--- config.mk ---
export PLATFORM = sky130hd
export DESIGN_NAME = layer_mac_sequencer
export DESIGN_NICKNAME = d
export VERILOG_FILES = /design/src/rtl/layer_mac_sequencer_pkg.sv /design/src/rtl/layer_mac_sequencer_watchdog.sv /design/src/rtl/layer_mac_sequencer.sv
export SDC_FILE = /design/constraint.sdc
export NUM_CORES = 1
export LEC_CHECK = 0
export ABC_CLOCK_PERIOD_IN_PS = 2800
export CORE_MARGIN = 2
export CORE_UTILIZATION = 40
export DETAILED_ROUTE_END_ITERATION = 6
export GPL_TIMING_DRIVEN = 0
export PLACE_DENSITY = 0.79
export SYNTH_ARGS = -nofsm -noshare
export SYNTH_HDL_FRONTEND = slang
export SYNTH_HIERARCHICAL = 1
export SYNTH_SLANG_ARGS = --single-unit
--- constraint.sdc ---
create_clock -name clk -period 2.8 [get_ports clk]
set_input_delay 0.42 -clock clk [delete_from_list [all_inputs] [get_ports clk]]
set_output_delay 0.42 -clock clk [all_outputs]
set_load 0.01 [all_outputs]
--- src/rtl/layer_mac_sequencer_pkg.sv ---
// Shared types and width helpers for the layer MAC sequencer and its watchdog.
package layer_mac_sequencer_pkg;

  typedef enum logic [1:0] {
    IDLE  = 2'd0,
    ISSUE = 2'd1,
    WAIT  = 2'd2,
    DONE  = 2'd3
  } state_t;

  // A counter or index always needs at least one bit, even for a single row.
  function automatic int clog2_min1(input int n);
    return (n <= 1) ? 1 : $clog2(n);
  endfunction

  function automatic int row_width(input int len, input int cell_width);
    return len * cell_width;
  endfunction

endpackage

--- src/rtl/layer_mac_sequencer_watchdog.sv ---
// Clearable cycle counter that flags the last allowed WAIT cycle of a row.
module mac_watchdog #(
  parameter int TIMEOUT    = 64,
  parameter int WDOG_WIDTH = 6
) (
  input  logic clk,
  input  logic rst,
  input  logic clear,
  input  logic enable,
  output logic terminal
);

  logic [WDOG_WIDTH-1:0] count;

  always_ff @(posedge clk) begin
    if (rst || clear) begin
      count <= '0;
    end else if (enable) begin
      count <= count + 1'b1;
    end
  end

  assign terminal = (count == WDOG_WIDTH'(TIMEOUT - 1));

endmodule

--- src/rtl/layer_mac_sequencer.sv ---
// Walks one shared vector_mac over every weight row and gathers the dot products.
// Handshake: mac_start is a one-cycle request raised in ISSUE; mac_valid (and mac_error) count only in WAIT.
module layer_mac_sequencer
  import layer_mac_sequencer_pkg::*;
#(
  parameter int NEURONS           = 4,
  parameter int VECTOR_LEN        = 5,
  parameter int A_CELL_WIDTH      = 8,
  parameter int B_CELL_WIDTH      = 8,
  parameter int RESULT_CELL_WIDTH = 10,
  parameter int TIMEOUT           = 64
) (
  input  logic                                      clk,
  input  logic                                      rst,
  input  logic                                      start,
  input  logic [NEURONS*VECTOR_LEN*A_CELL_WIDTH-1:0] matrix,
  input  logic [VECTOR_LEN*B_CELL_WIDTH-1:0]         vector,
  output logic                                      mac_start,
  output logic [VECTOR_LEN*A_CELL_WIDTH-1:0]         mac_a,
  output logic [VECTOR_LEN*B_CELL_WIDTH-1:0]         mac_b,
  input  logic [RESULT_CELL_WIDTH-1:0]               mac_result,
  input  logic                                      mac_valid,
  input  logic                                      mac_error,
  output logic [NEURONS*RESULT_CELL_WIDTH-1:0]       result,
  output logic                                      valid,
  output logic                                      error,
  output logic                                      timeout,
  output logic                                      busy
);

  localparam int ROW_WIDTH     = row_width(VECTOR_LEN, A_CELL_WIDTH);
  localparam int ROW_IDX_WIDTH = clog2_min1(NEURONS);
  localparam int WDOG_WIDTH    = clog2_min1(TIMEOUT);
  localparam logic [ROW_IDX_WIDTH-1:0] LAST_ROW = ROW_IDX_WIDTH'(NEURONS - 1);

  state_t                       state_q, state_d;
  logic [ROW_IDX_WIDTH-1:0]     row_q;
  logic [ROW_IDX_WIDTH-1:0]     next_row;
  logic [NEURONS*ROW_WIDTH-1:0] matrix_q;
  logic                         last_row;
  logic                         wdog_expired;

  assign next_row = row_q + 1'b1;
  assign last_row = (row_q == LAST_ROW);

  mac_watchdog #(
    .TIMEOUT    (TIMEOUT),
    .WDOG_WIDTH (WDOG_WIDTH)
  ) u_watchdog (
    .clk      (clk),
    .rst      (rst),
    .clear    (state_q == ISSUE),
    .enable   ((state_q == WAIT) && !mac_valid),
    .terminal (wdog_expired)
  );

  always_comb begin
    state_d   = state_q;
    mac_start = 1'b0;
    valid     = 1'b0;
    busy      = (state_q != IDLE);
    case (state_q)
      IDLE:  if (start) state_d = ISSUE;
      ISSUE: begin
        mac_start = 1'b1;
        state_d   = WAIT;
      end
      WAIT: begin
        if (mac_valid) state_d = last_row ? DONE : ISSUE;
        else if (wdog_expired) state_d = DONE;
      end
      DONE: begin
        valid   = 1'b1;
        state_d = IDLE;
      end
      default: state_d = IDLE;
    endcase
  end

  always_ff @(posedge clk) begin
    if (rst) begin
      state_q  <= IDLE;
      row_q    <= '0;
      matrix_q <= '0;
      mac_a    <= '0;
      mac_b    <= '0;
      result   <= '0;
      error    <= 1'b0;
      timeout  <= 1'b0;
    end else begin
      state_q <= state_d;
      case (state_q)
        IDLE: begin
          if (start) begin
            matrix_q <= matrix;
            mac_a    <= matrix[ROW_WIDTH-1:0];
            mac_b    <= vector;
            result   <= '0;
            error    <= 1'b0;
            timeout  <= 1'b0;
            row_q    <= '0;
          end
        end
        WAIT: begin
          if (mac_valid) begin
            result[row_q*RESULT_CELL_WIDTH +: RESULT_CELL_WIDTH] <= mac_result;
            error <= error | mac_error;
            // Preload the next row so mac_a is already stable when ISSUE pulses.
            if (!last_row) begin
              row_q <= next_row;
              mac_a <= matrix_q[next_row*ROW_WIDTH +: ROW_WIDTH];
            end
          end else if (wdog_expired) begin
            error   <= 1'b1;
            timeout <= 1'b1;
          end
        end
        default: ;
      endcase
    end
  end

endmodule

==> run summary, run 1 <==
The deepest level of the CTS H-tree is 1, and the number of enable flip-flop cells after synthesis is 0. After synthesis, flip-flops and latches occupy 47.7% of the total area. The vias per cell is 5.49.

The portion of total power attributed to sequential cells was 42.9%. The floorplan die area is 32,100 um2, and the die span in x is 179 um. For this run, the post-layout net count is 2,040.

The tools report the count of non-filler cells in the finished layout as 2,241. Net switching is 26.0% of the power. The post-synthesis cell type count was 53. During I/O placement, the number of pins put on the boundary was 340. At the end of the flow the core is filled with cells to 56.9%. Routability-driven placement finished with a final weighted congestion of 0.919.

In the layout the commonest cells are nand2_1 (500), clkdlybuf4s50_1 (339), dfxtp_1 (291). Number of sinks handled by clock tree synthesis: 292. Starting utilization of the core area: 40.4%. The logs give 41.5% for the clock share of power and 6 for the number of warning messages in the yosys log.

The tools report the final count of hold timing violations as 0. The most common cell after layout, fill and taps aside is nand2_1. For the total number of vias, the log shows 12,300. The tools report the number of antenna violations at the first check in global routing as 11.

The initialized floorplan defines 64 standard-cell rows. The run gives 15.6% as the relative contribution of combinational cells to total power. The tightest min-delay check is of the primary input to flip-flop type. Data on the critical path arrives at its endpoint at 2.22 ns. The number of violations of the max-capacitance limit came out at 0. The number of antenna-violating nets in the routed design was 0; the worst clock skew was 0.0218 ns. Entering global routing, the biggest net connects 16 pins. The final layout contains routed wiring with a total length of 43.8 mm. The share of post-route cells with drive strength above 1 works out to 8.97%. For this run, the leading register cell type out of synthesis is dfxtp_1. For the internal cell power, the log shows 7.88 mW. The static power due to leakage is 6.31 nW. Of all nets on the critical path, the largest fanout is 10.

Number of port buffers: 339. The count of final max-slew check failures is 0, and the mean area per synthesized cell is 8.48 um2. The smallest hold slack came out at 0.395 ns. The tools report the clock root buffer master as clkbuf_16. The number of setup buffers added after CTS came out at 0. Derived from the worst setup path, the maximum achievable clock frequency is 0.378 GHz. The logs give 5850 um2 for the area of all sequential standard cells and 1,669 for the total nets after synthesis. For the worst setup path, the data required time is 2.38 ns. The remaining global-route overflow was 0; the number of iterations in the first detailed-routing pass was 5. Synthesis handed over a netlist of 1,446 instances.

The total CTS buffers was 30. The areal power density over the cells is 616 nW/um2. In this run the deepest clock path goes through 3 buffers.

Counting the fill cells in the layout gives 2,657. The die span in y was 179 um; the post-synth design cell area was 12,300 um2. The logs give 32.9 mm for the post-DP HPWL and 0.0609 ns for the pre-CTS setup slack.

The worst setup path is of the flip-flop to primary output kind. The run finished with clean final reports. In this run the power spent charging and discharging nets is 2.77 mW.

Relative max-transition margin: 44.0%. The first-pass GRT wire length is 64.9 mm, and the shortest clock period the worst path allows after layout is 2.64 ns. Setup violations remaining at the end of the flow were counted as 0.

The number of global-route vias before repair was 11,800; the clock latency of the later-clocked register in the worst-skew pair was 0.57 ns. The slew at the pin closest to its max-slew limit is 0.841 ns, and the starting DRC count in detailed routing is 941. Relative to the synthesized area, the layout overhead comes to 40.9%. The critical path capture point type was a primary output.

Overall fraction of global-route tracks in use: 26.2%. The startpoint type of the worst setup path was a flip-flop. After floorplanning, the core was sized to cover 30,300 um2. Setup repair after global routing left no endpoint under its margin. Synthesis inferred 292 register bits. After layout, the worst setup slack is 0.157 ns. Setup total negative slack on the finished layout was measured at 0 ns.

Clock-pin slew was measured on the worst setup and hold paths at 0.06 ns. In the final layout, the multi-input gates occupy 5900 um2. IR analysis of the VDD net gives a maximum drop of 482 uV. Share of flip-flops with an asynchronous set or reset: 0%. Dividing the detail-routed wire length by the instance count gives 19.6 um.

The tools report the number of cells after detailed placement as 2,181. Portion of the clock cycle consumed by the worst path in the final layout: 94.4%. TritonCTS built the clock tree. In the routed design, unresolved DRC markers number 0.
==> metal layers <==
metal	track usage, %	share of wire, %	vias up
met4	10.7	3.6	10
met1	33.2	40	5864
met2	43.7	48	596
li1	-	-	5713
met5	0	0.16	-
met3	5.05	8.3	110
==> worst max-delay path, cell delays in order, from the launching register on <==
cell and delay, ns:
dfxtp_1 0.41, buf_2 0.27, nor2b_1 0.38, clkdlybuf4s50_1 0.61
==> kinds of logic (layout without fill, tap and decap cells) <==
| family | after synthesis | in the layout | synth area share [%] |
|---|---|---|---|
| AO/OA/AOI/OAI | 310 | 310 | 15.4 |
| XOR/XNOR | 4 | 4 | 0.286 |
| flip-flops | 292 | 292 | 47.7 |
| multiplexers | 65 | 65 | 9.64 |
| AND/OR/NAND/NOR | 647 | 647 | 21.9 |
| adder cells (fa/ha/maj) | 8 | 8 | 0.816 |
| other | 0 | 5 | 0 |
| buffers and inverters | 120 | 514 | 4.26 |
==> final timing paths <==
check	startpoint	end	slack, ns	depth (start not counted)
worst max-delay path	state_q[0]	mac_start	0.16	3
worst min-delay path	matrix[79]	matrix_q[79]	0.40	3
worst max register to register	row_q[0]	result[33]	0.25	9
worst min register to register	matrix_q[20]	matrix_q[20]	0.45	2
==> per-stage QoR <==
step	area [um2]	power (mW)
floorplan	12300	5.41
global placement	16200	6.25
finish	17300	10.7
detailed placement	16200	6.30
global route	17300	11.0
CTS	17300	10.7
==> layout make-up <==
cell class,instances,share of cell area (%)
repair buffers,339,19.6
flip-flops and latches,292,33.8
well taps,396,2.87
clock buffers,37,4.84
plain buffers,116,2.94
multi-input cells,1034,34.2
diodes,5,0.0724
inverters,4,0.0869
clock inverters,18,1.56
==> synth_stat cells, types with 2 or more instances <==
cell type  count  area share [%]
o2bb2a_1       2            0.16
nand2_1      500              15
or2_2          7            0.36
o21ai_0        4            0.16
o221ai_1       5            0.36
buf_4          3            0.18
nor3b_1        6            0.37
nand4_1        3            0.15
nor2b_1        6            0.31
a22o_1        18             1.3
a221o_1        4            0.33
ha_1           8            0.82
mux2_2         5            0.46
buf_1         11            0.34
nor4_1         3            0.15
xor2_1         3            0.21
buf_2         43             1.8
a21oi_1      212             8.7
a21o_1         3            0.18
a22oi_1        3            0.18
mux2i_1       18             1.5
or4b_1         2            0.16
dfxtp_1      292              48
inv_1          4            0.12
a31oi_1        2            0.10
nand3_1        8            0.33
nand3b_1       7            0.43
nor2_1        67             2.1
nand2b_1      10            0.51
nand4b_1       2            0.14
and2_1         2            0.10
o22ai_1        6            0.31
nor3_1        11            0.45
a2bb2oi_1      3            0.21
clkbuf_1      58             1.8
o211ai_1       2            0.12
a311oi_1      40             2.9
mux4_2        42             7.7
a211o_1        4            0.29
and3b_1        4            0.29
==> flip-flops by register name (all words and copies together) (netlist names) <==
signal,flops
timeout,1
row_q,2
state_q,2
mac_b,40
matrix_q,160
mac_a,40
result,40
u_watchdog/count,6
error,1
==> what timing repair did <==
item                                    4_1_cts  5_1_grt
endpoints found under the setup margin        1       12
hold buffers                                  0        0
gates resized for setup                       1        2
==> power groups by stage <==
| stage | Clock [mW] | Combinational, mW | Sequential (mW) |
|---|---|---|---|
| final | 4.42 | 1.66 | 4.57 |
| after detailed placement | 0 | 1.64 | 4.66 |
| after global routing | 4.64 | 1.78 | 4.59 |
| after floorplan | 0 | 0.749 | 4.66 |
| after CTS | 4.45 | 1.65 | 4.57 |
| after global placement | 0 | 1.61 | 4.64 |
No activity file was read; power rests on OpenSTA's default activity.
==> run 2: changes to the inputs <==
--- a/config.mk
+++ b/config.mk
@@ -6,7 +6,6 @@
 export NUM_CORES = 1
 export LEC_CHECK = 0
 export ABC_CLOCK_PERIOD_IN_PS = 2800
-export CORE_MARGIN = 2
 export CORE_UTILIZATION = 40
 export DETAILED_ROUTE_END_ITERATION = 6
 export GPL_TIMING_DRIVEN = 0
==> run 2 against run 1 <==
Against the previous run: first-iteration DRC count decreased by 18%; sequential share of layout area increased by 0.14 points; design area decreased by 0.42%; flip-flop and latch count unchanged; setup slack improved by 0.082 ns; via count decreased by 0.64%; register-to-register slack improved by 0.04 ns; cell count decreased by 0.18%; critical path type unchanged; critical endpoint unchanged.
==> run summary, run 2 (synthesis results as in run 1) <==
The clock slew at the register clock pins of the worst setup and hold paths is 0.07 ns, and the flip-flop count of the largest register, all copies and words added is 160. The remaining global-route overflow came out at 0. For the post-layout net count, the log shows 2,041. The library cell used most frequently in the layout, excluding fill and tap cells, is nand2_1.

The first global-routing pass estimated 66.3 mm of wire. The worst min-delay path class was primary input to flip-flop. The data required time at the worst endpoint was 2.38 ns; the top-level I/O count was 340. The relative max-transition margin is 43.5%. Total number of vias: 12,200. The post-route DRC violation count came out at 0. Once detail routing completed, the nets flagged for antenna violations numbered 0. Across the VDD grid, the largest voltage drop is 473 uV. The pre-antenna-repair detailed-routing pass consisted of 5 iterations. Once the clock tree was built, the setup fixing pass inserted 0 buffers.

Timing analysis after detailed placement gives a worst setup slack of 0.0588 ns. The peak fanout along the critical path works out to 10. For this design the static power due to leakage is 6.27 nW. The achievable clock frequency was 0.390 GHz; the overall fraction of global-route tracks in use was 27.4%. The floorplan step defined a die boundary enclosing 31,400 um2. For the starting DRC count in detailed routing, the log shows 767. The startpoint type of the worst setup path is a flip-flop. The tools report the number of antenna violations at the first check in global routing as 7. The tools report the smallest hold slack as 0.398 ns. After detailed placement, the design holds a cell count of 2,175. TritonCTS built the clock tree. The critical path capture point type is a primary output. The worst setup path is of the flip-flop to primary output kind. The starting utilization of the core area is 41.0%.

Wire length per cell after detailed routing: 19.5 um. Leaving out fill and tap cells, the most frequent cells in the layout are nand2_1 (500), clkdlybuf4s50_1 (339), dfxtp_1 (291). The quantity of hold-fixing buffers added after cts is 0, and the slew at the pin closest to its max-slew limit is 0.847 ns.

The finished layout holds 2,237 standard cells, fillers aside. Count of fill cells added during filler insertion: 2,605. Compared with the post-synthesis result, the final layout area differs by 40.3%.

The final count of hold timing violations was 0; the standard cell core area was 29,900 um2. In this run the core area contains 63 standard-cell rows. Final worst setup slack: 0.239 ns.

The final layout contains routed wiring with a total length of 43.7 mm. The count of final max-slew check failures was 0. The tools report the number of violations of the max-capacitance limit as 0. The number of gates resized after CTS was 0. Portion of the clock cycle consumed by the worst path in the final layout: 91.5%.

The areal power density over the cells works out to 606 nW/um2. The vias per cell was 5.46. More flip-flops sit in one register than any other, and that register is matrix_q. The post-route setup TNS was 0 ns.

The run finished with clean final reports. Setup repair after global routing left no endpoint under its margin. The run gives 31 as the total CTS buffers. The number of port buffers is 339. The number of sinks handled by clock tree synthesis was 292; the die span in y was 177 um. STA puts the critical path data arrival time at 2.14 ns.

On the final layout, the worst clock skew is 0.0143 ns. The number of global-route vias before repair came out at 12,000. The die span in x came out at 177 um. The clock passes through at most 3 buffers. Largest net degree at the start of global routing: 16. The share of post-route cells with drive strength above 1 works out to 8.84%. The shortest clock period the worst path allows after layout was 2.56 ns; the final setup violation count was 0. The deepest level of the CTS H-tree is 1. Once detailed placement completed, the half-perimeter wirelength came to 32.8 mm. The clock reaches the later pin of the worst-skew pair after 0.57 ns. The tools report the global placer's final weighted congestion as 0.924.

The tools report the clock root buffer master as clkbuf_16.
## run 2: changes by cell type in the layout (fill, tap and decap cells not counted), sizes merged
| cell | previous run | this run |
|---|---|---|
| bufinv | 6 | 3 |
| clkbuf | 95 | 99 |
| clkinvlp | 3 | 5 |
| diode | 5 | 4 |
## run 2: layer usage
metal / GRT usage [%] / vias to the layer above / part of all wire [%]
met5: 0 / - / 0.094
met4: 9.77 / 6 / 3.1
met3: 4.49 / 99 / 8.2
met2: 47.1 / 578 / 49
met1: 34.4 / 5828 / 40
li1: - / 5703 / -
## run 2: final timing paths
path / startpoint / end / slack, ns / cells past startpoint
worst max register to register: row_q[0] / result[17] / 0.29 / 9
worst min register to register: matrix_q[36] / matrix_q[36] / 0.45 / 2
worst max-delay path: state_q[0] / mac_start / 0.24 / 3
worst min-delay path: matrix[87] / matrix_q[87] / 0.40 / 3
## run 2: final cells by class
class,instances,area (um2),area share (%)
Clock buffer,41,853,4.96
Tap cell,390,488,2.84
Buffer,116,508,2.95
Clock inverter,17,191,1.11
Timing Repair Buffer,339,3390,19.7
Sequential cell,292,5850,34.0
Multi-Input combinational cell,1034,5900,34.3
Antenna cell,4,10.0,0.0582
Inverter,4,15.0,0.0872
## run 2: critical path, cell delays in order (launching register included)
cell             delay [ns]
dfxtp_1                0.42
buf_2                  0.28
nor2b_1                0.26
clkdlybuf4s50_1        0.62
## run 2: through the flow
stage	power, mW	area (um2)	util [%]
floorplan	5.41	12300	-
global placement	6.27	16100	54.0
detailed placement	6.30	16100	54.0
CTS	10.4	17200	57.5
global route	10.8	17200	57.6
finish	10.4	17200	57.6
## run 2: power by group
part	switching [mW]	internal (mW)
clock network	1.76	2.43
logic	0.872	0.782
registers	0.158	4.42
